<file path="src/rtl/wb_burst_responder_if.sv">
// 16-bit inner-bus Wishbone bundle between cache initiators and
// wb_burst_responder, with burst-length hints.
interface wb_burst_responder_if #(
    parameter int ADDR_W = 24
);
    logic              wb_cyc;
    logic              wb_stb;
    logic              wb_we;
    logic [ADDR_W-1:0] wb_adr;
    logic [15:0]       wb_i_dat;
    logic [1:0]        wb_sel;
    logic              wb_4_burst;
    logic              wb_8_burst;
    logic [15:0]       wb_o_dat;
    logic              wb_ack;
    logic              wb_err;

    modport master (
        output wb_cyc, wb_stb, wb_we, wb_adr, wb_i_dat,
        output wb_sel, wb_4_burst, wb_8_burst,
        input  wb_o_dat, wb_ack, wb_err
    );

    modport slave (
        input  wb_cyc, wb_stb, wb_we, wb_adr, wb_i_dat,
        input  wb_sel, wb_4_burst, wb_8_burst,
        output wb_o_dat, wb_ack, wb_err
    );
endinterface

</file>
<file path="src/rtl/wb_burst_responder.sv">
// Wishbone burst responder backed by a word-addressed register array.
// Define WB_RESP_RANGE_ERR_EN to error out-of-range base addresses.
module wb_burst_responder #(
    parameter int ADDR_W      = 24,
    parameter int DEPTH_LOG2  = 6,
    parameter int WAIT_STATES = 1
) (
    input  logic                i_clk,
    input  logic                i_rst,
    wb_burst_responder_if.slave wb
);
    localparam int DEPTH = 1 << DEPTH_LOG2;

    localparam logic [1:0] S_IDLE = 2'd0;
    localparam logic [1:0] S_WAIT = 2'd1;
    localparam logic [1:0] S_BEAT = 2'd2;
    localparam logic [1:0] S_DONE = 2'd3;

    localparam logic [2:0] WS_M1 =
        (WAIT_STATES > 0) ? 3'(WAIT_STATES - 1) : 3'd0;

    logic [15:0]       r_mem [DEPTH];
    logic [1:0]        r_state;
    logic [2:0]        r_cnt;
    logic [2:0]        r_beat;
    logic [2:0]        r_mask;
    logic [ADDR_W-1:0] r_adr;
    logic              r_we;
    logic              r_ack;
    logic              r_err;
    logic [15:0]       r_dat;
    logic [15:0]       r_last;

    logic              w_req;
    logic              w_ack;
    logic              w_first;
    logic              w_wr;
    logic              w_range;
    logic              w_unused;
    logic [2:0]        w_mask_in;
    logic [15:0]       w_o_dat;
    logic [ADDR_W-1:0] w_first_adr;
    logic [ADDR_W-1:0] w_cur_adr;
    logic [ADDR_W-1:0] w_nxt_adr;

    // Wrap the beat offset inside the aligned block selected by mask.
    function automatic logic [ADDR_W-1:0] f_beat_adr(
        input logic [ADDR_W-1:0] base,
        input logic [2:0]        mask,
        input logic [2:0]        beat
    );
        logic [2:0] low;
        low = (base[2:0] & ~mask) | ((base[2:0] + beat) & mask);
        return {base[ADDR_W-1:3], low};
    endfunction

    assign w_req     = wb.wb_cyc & wb.wb_stb;
    assign w_mask_in = wb.wb_8_burst ? 3'd7 :
                       wb.wb_4_burst ? 3'd3 : 3'd0;

    assign w_first = ((r_state == S_IDLE) && w_req && (WAIT_STATES == 0))
                  || ((r_state == S_WAIT) && w_req && (r_cnt == 3'd0));

    assign w_first_adr = (r_state == S_IDLE) ? wb.wb_adr : r_adr;
    assign w_cur_adr   = f_beat_adr(r_adr, r_mask, r_beat);
    assign w_nxt_adr   = f_beat_adr(r_adr, r_mask, r_beat + 3'd1);

    assign w_wr = i_rst & (r_state == S_BEAT) & r_ack & w_req & r_we;

    // Gating by the live request lets a master drop stb mid-burst
    // without seeing a stray ack for the beat already queued.
    assign w_ack   = r_ack & w_req;
    assign w_o_dat = w_ack ? r_dat : r_last;

    assign wb.wb_ack   = w_ack;
    assign wb.wb_o_dat = w_o_dat;

`ifdef WB_RESP_RANGE_ERR_EN
    assign w_range   = |w_first_adr[ADDR_W-1:DEPTH_LOG2];
    assign wb.wb_err = r_err & w_req;
    assign w_unused  = ^{w_cur_adr[ADDR_W-1:DEPTH_LOG2],
                         w_nxt_adr[ADDR_W-1:DEPTH_LOG2]};
`else
    assign w_range   = 1'b0;
    assign wb.wb_err = 1'b0;
    assign w_unused  = ^{w_first_adr[ADDR_W-1:DEPTH_LOG2],
                         w_cur_adr[ADDR_W-1:DEPTH_LOG2],
                         w_nxt_adr[ADDR_W-1:DEPTH_LOG2], r_err};
`endif

    always_ff @(posedge i_clk) begin
        if (!i_rst) begin
            r_state <= S_IDLE;
            r_cnt   <= 3'd0;
            r_beat  <= 3'd0;
            r_ack   <= 1'b0;
            r_err   <= 1'b0;
            r_dat   <= 16'h0000;
            r_last  <= 16'h0000;
        end else begin
            r_last <= w_o_dat;
            unique case (r_state)
                S_IDLE: begin
                    if (w_req) begin
                        r_adr   <= wb.wb_adr;
                        r_we    <= wb.wb_we;
                        r_mask  <= w_mask_in;
                        r_cnt   <= WS_M1;
                        r_state <= (WAIT_STATES == 0) ? S_BEAT : S_WAIT;
                    end
                end
                S_WAIT: begin
                    if (!w_req) begin
                        r_state <= S_IDLE;
                    end else if (r_cnt == 3'd0) begin
                        r_state <= S_BEAT;
                    end else begin
                        r_cnt <= r_cnt - 3'd1;
                    end
                end
                S_BEAT: begin
                    if (!w_req || r_err || (r_beat == r_mask)) begin
                        r_ack   <= 1'b0;
                        r_err   <= 1'b0;
                        r_state <= w_req ? S_DONE : S_IDLE;
                    end else begin
                        r_beat <= r_beat + 3'd1;
                        r_dat  <= r_mem[w_nxt_adr[DEPTH_LOG2-1:0]];
                    end
                end
                S_DONE: r_state <= S_IDLE;
                default: r_state <= S_IDLE;
            endcase
            if (w_first) begin
                r_beat <= 3'd0;
                if (w_range) begin
                    r_err <= 1'b1;
                end else begin
                    r_ack <= 1'b1;
                    r_dat <= r_mem[w_first_adr[DEPTH_LOG2-1:0]];
                end
            end
        end
    end

    always_ff @(posedge i_clk) begin
        if (w_wr) begin
            if (wb.wb_sel[1]) begin
                r_mem[w_cur_adr[DEPTH_LOG2-1:0]][15:8] <= wb.wb_i_dat[15:8];
            end
            if (wb.wb_sel[0]) begin
                r_mem[w_cur_adr[DEPTH_LOG2-1:0]][7:0] <= wb.wb_i_dat[7:0];
            end
        end
    end
endmodule

</file>
<file path="src/flat_wrapper.sv">
// flat-port wrapper written by rule: the top's interface ports become plain ports
module wb_burst_responder_flat 
#(
    parameter int ADDR_W      = 24,
    parameter int DEPTH_LOG2  = 6,
    parameter int WAIT_STATES = 1
)
  (i_clk, i_rst, wb_wb_cyc, wb_wb_stb, wb_wb_we, wb_wb_adr, wb_wb_i_dat, wb_wb_sel, wb_wb_4_burst, wb_wb_8_burst, wb_wb_o_dat, wb_wb_ack, wb_wb_err);
  wb_burst_responder_if #(.ADDR_W(ADDR_W)) wb_i ();
  input  logic i_clk;
  input  logic i_rst;
  input wire logic [$bits(wb_i.wb_cyc)-1:0] wb_wb_cyc;
  input wire logic [$bits(wb_i.wb_stb)-1:0] wb_wb_stb;
  input wire logic [$bits(wb_i.wb_we)-1:0] wb_wb_we;
  input wire logic [$bits(wb_i.wb_adr)-1:0] wb_wb_adr;
  input wire logic [$bits(wb_i.wb_i_dat)-1:0] wb_wb_i_dat;
  input wire logic [$bits(wb_i.wb_sel)-1:0] wb_wb_sel;
  input wire logic [$bits(wb_i.wb_4_burst)-1:0] wb_wb_4_burst;
  input wire logic [$bits(wb_i.wb_8_burst)-1:0] wb_wb_8_burst;
  output wire logic [$bits(wb_i.wb_o_dat)-1:0] wb_wb_o_dat;
  output wire logic [$bits(wb_i.wb_ack)-1:0] wb_wb_ack;
  output wire logic [$bits(wb_i.wb_err)-1:0] wb_wb_err;
  assign wb_i.wb_cyc = wb_wb_cyc;
  assign wb_i.wb_stb = wb_wb_stb;
  assign wb_i.wb_we = wb_wb_we;
  assign wb_i.wb_adr = wb_wb_adr;
  assign wb_i.wb_i_dat = wb_wb_i_dat;
  assign wb_i.wb_sel = wb_wb_sel;
  assign wb_i.wb_4_burst = wb_wb_4_burst;
  assign wb_i.wb_8_burst = wb_wb_8_burst;
  assign wb_wb_o_dat = wb_i.wb_o_dat;
  assign wb_wb_ack = wb_i.wb_ack;
  assign wb_wb_err = wb_i.wb_err;
  wb_burst_responder #(.ADDR_W(ADDR_W), .DEPTH_LOG2(DEPTH_LOG2), .WAIT_STATES(WAIT_STATES)) u_core (.i_clk(i_clk), .i_rst(i_rst), .wb(wb_i));
endmodule
</file>
<file path="config.mk">
export PLATFORM = sky130hd
export DESIGN_NAME = wb_burst_responder_flat
export DESIGN_NICKNAME = d
export VERILOG_FILES = /design/src/rtl/wb_burst_responder_if.sv /design/src/rtl/wb_burst_responder.sv /design/src/flat_wrapper.sv
export SDC_FILE = /design/constraint.sdc
export NUM_CORES = 2
export LEC_CHECK = 0
export CAP_MARGIN = 10
export CORE_ASPECT_RATIO = 0.75
export CORE_MARGIN = 2
export CORE_UTILIZATION = 43
export DETAILED_ROUTE_END_ITERATION = 8
export MAX_ROUTING_LAYER = met4
export PLACE_DENSITY = 0.54
export SKIP_CTS_REPAIR_TIMING = 1
export SLEW_MARGIN = 20
export SYNTH_ARGS = -nofsm -noshare
export SYNTH_HDL_FRONTEND = slang
export SYNTH_SLANG_ARGS = --single-unit
</file>
<file path="constraint.sdc">
create_clock -name i_clk -period 4.6 [get_ports i_clk]
set_clock_uncertainty 0.15 [all_clocks]
set_input_delay 0.92 -clock i_clk [delete_from_list [all_inputs] [get_ports i_clk]]
set_output_delay 0.92 -clock i_clk [all_outputs]
set_load 0.05 [all_outputs]
</file>
==> impl_metrics.yaml <==
die:
  num_io_pins: 67
  die_area_um2: 123000
  core-area_um2: 120000
  die_x_um: 405
  rows: 110
  initial_core_util_pct: 43.2
  die_h_um: 304
clocking:
  clock_path_buffers: 3
  cts_tree: "yes"
  path_clk_slew_ns: 0.06
  cts_sinks: 1074
  htreeDepth: 3
  worstSkewPairLatency_ns: 0.74
  numCtsBuffers: 110
  root_buffer: "clkbuf_16"
worst_setup_path:
  crit_path_max_fanout: 36
  crit_chain: "inv_1 > ha_1 > fa_1 > mux2_8 > buf_4 > buf_12 > mux4_2 > nor2b_1 > a31oi_1 > nand3b_1 > o311ai_0 > nor4_1 > o41ai_1"
  worstPathArrival_ns: 4.74
  path_delay_family: "adder cells"
  criticalPathCategory: "flip-flop to flip-flop"
  crit_required_ns: 5.05
  cp_num_buf_inv: 3
  cpPeakStageDelay_ns: 0.61
  end_kind: "flip-flop"
  crit_path_start_kind: "flip-flop"
  slowest_stage: "fa_1"
sta:
  finalMaxSlewViolations: 0
  finalSetupViolations: 0
  tns_ns: 0
  period_needed_ns: 4.29
  slew-limit-headroom_pct: 25.4
  rsz0062_at_grt: "false"
  clock.fmax_mhz: 233
  fin_crit_sh_pct: 93.4
  worstMarginPinSlew_ns: 1.12
  hold_violations: 0
yosys:
  synth_ff_type: "edfxtp_1"
  yosysSeqAreaShare_pct: 61.5
  synth-async-reset-ratio_pct: 0
  synth_top_cells_by_count: "edfxtp_1, nand2_1, mux2i_1, mux4_2, nand3_1"
  syn_area_um2: 51800
  synth_edf_count: 1033
  synthCells: 3951
  yosysWarnings: 0
  synth_area_leaders: "edfxtp_1, mux4_2, nand2_1, mux2i_1, nand3_1"
  syn_nets: 4007
  ys_types: 82
  yosysTopAreaCellShare_pct: 59.9
  syn_avg_cell_area_um2: 13.1
  synth-seq-cells: 1074
  synth_top_cell_by_area: "edfxtp_1"
  post-synth-top-count-cell: "edfxtp_1"
routing:
  vias: 38600
  wl_per_cell_um: 33.2
  drtPass1Iterations: 6
  drcViolationCount: 0
  drt-total-wl_um: 197000
  ant_nets: 0
  drt_iter0_markers: 6862
  vias_per_cell: 6.50
pwr:
  ir_worst_vdd_v: 0.000320
  leakagePower_nw: 21.4
  total_power_w: 0.0226
  p_per_area_nw_per_um2: 373
placement:
  gp_congestion: 1.01
  numPortBuffers: 47
  post-dp-hpwl_um: 135000
outcome:
  status: "finished, final reports clean"
worst_hold_path:
  hp-class: "flip-flop to flip-flop"
global_routing:
  overflow: 0
  grt_util_all_layers_pct: 32.6
  grt_max_degree: 65
  grt_pass1_vias: 35400
  grt_first_pass_wirelength_um: 275000
  antenna_found_initial: 12
final_layout:
  utilization_pct: 50.6
  drive_gt1_share_pct: 21.1
  synthToLayoutAreaGrowth_pct: 17.0
  layout.nets: 4315
job:
  cap_violations: 0
report_power, final:
group,leakage (nW),switching (W),internal (W)
registers,9.61,0.0000139,0.0107
clock network,1.79,0.00396,0.00537
logic,9.96,0.00163,0.000880
total,21.4,0.00560,0.0170
cells in the final DEF (no fill, tap or decap), types with 10 or more instances in the layout:
cell type and count:
a211oi_1 15, a21oi_1 48, a221oi_1 12, a22oi_1 27
a311oi_1 99, a31oi_1 83, a32oi_1 50, and2_1 21
and3_1 109, buf_12 61, buf_2 16, buf_4 409
bufinv_16 13, clkbuf_1 32, clkbuf_16 114, clkdlybuf4s50_1 14
clkinv_1 20, clkinv_2 15, dfxtp_1 41, diode_2 10
edfxtp_1 1033, inv_1 10, mux2_2 26, mux2i_1 224
mux4_1 15, mux4_2 211, nand2_1 952, nand3_1 203
nand4_1 23, nor2_1 161, nor4_1 10, o2111ai_1 11
o211ai_1 17, o21ai_0 44, o22ai_1 53
final timing paths:
| kind | start | to | slack [ns] | depth (start not counted) |
|---|---|---|---|---|
| setup / recovery | u_core.r_beat[0] | u_core.r_dat[14] | 0.31 | 13 |
| hold / removal | u_core.r_cnt[0] | u_core.r_cnt[0] | 0.36 | 2 |
| setup reg to reg | u_core.r_beat[0] | u_core.r_dat[14] | 0.31 | 13 |
| hold reg to reg | u_core.r_cnt[0] | u_core.r_cnt[0] | 0.36 | 2 |
routing by layer:
layer / share of wire [%] / global-route usage (%) / wire (µm)
met2: 39 / 41.9 / 77600
met5: 0 / - / 0
met4: 2.7 / 7.58 / 5390
met3: 15 / 11.3 / 30200
met1: 43 / 49.0 / 83900
per-stage QoR:
| stage | instance area (µm²) | std cells | setup WS [ns] | hold WS (ns) |
|---|---|---|---|---|
| floorplan | 51800 | 3951 | 1.09 | 0.287 |
| global placement | 56800 | 5714 | 0.0473 | 0.347 |
| detailed placement | 56900 | 5715 | 0.112 | 0.354 |
| CTS | 60500 | 5925 | 0.308 | 0.369 |
| global route | 60600 | 5933 | 0.161 | 0.410 |
| finish | 60600 | 5935 | 0.306 | 0.364 |
sequential cells by signal, summed over array words and instances (netlist names):
name and flops:
u_core.r_ack 1, u_core.r_adr 6, u_core.r_beat 3, u_core.r_cnt 3
u_core.r_dat 16, u_core.r_last 16, u_core.r_mask 2, u_core.r_mem 1024
u_core.r_state 2, u_core.r_we 1
tightest hold or removal path, stage by stage, from the launching register on:
cell,delay [ns]
dfxtp_1,0.33
a22oi_1,0.08
nor2_1,0.08
layout make-up:
| cell class | count | area, µm² |
|---|---|---|
| Tap cell | 1568 | 1960 |
| Multi-Input combinational cell | 2563 | 18500 |
| Inverter | 10 | 37.5 |
| Fill cell | 10200 | 59200 |
| Antenna cell | 10 | 25.0 |
| Clock buffer | 153 | 3070 |
| Clock inverter | 57 | 621 |
| Sequential cell | 1074 | 31800 |
| Timing Repair Buffer | 500 | 4510 |
cells by family after synthesis:
kind of cell,after synthesis,synth area share [%]
and+or+nand+nor,1543,12.8
DFF,1074,61.5
xor gates and xnor gates,9,0.218
adders and majority gates,7,0.198
AOI/OAI and AO/OA,523,7.37
other,1,0.00725
buffers and inverters,314,2.97
muxes,480,14.9
(Power assumes the default switching activity.)
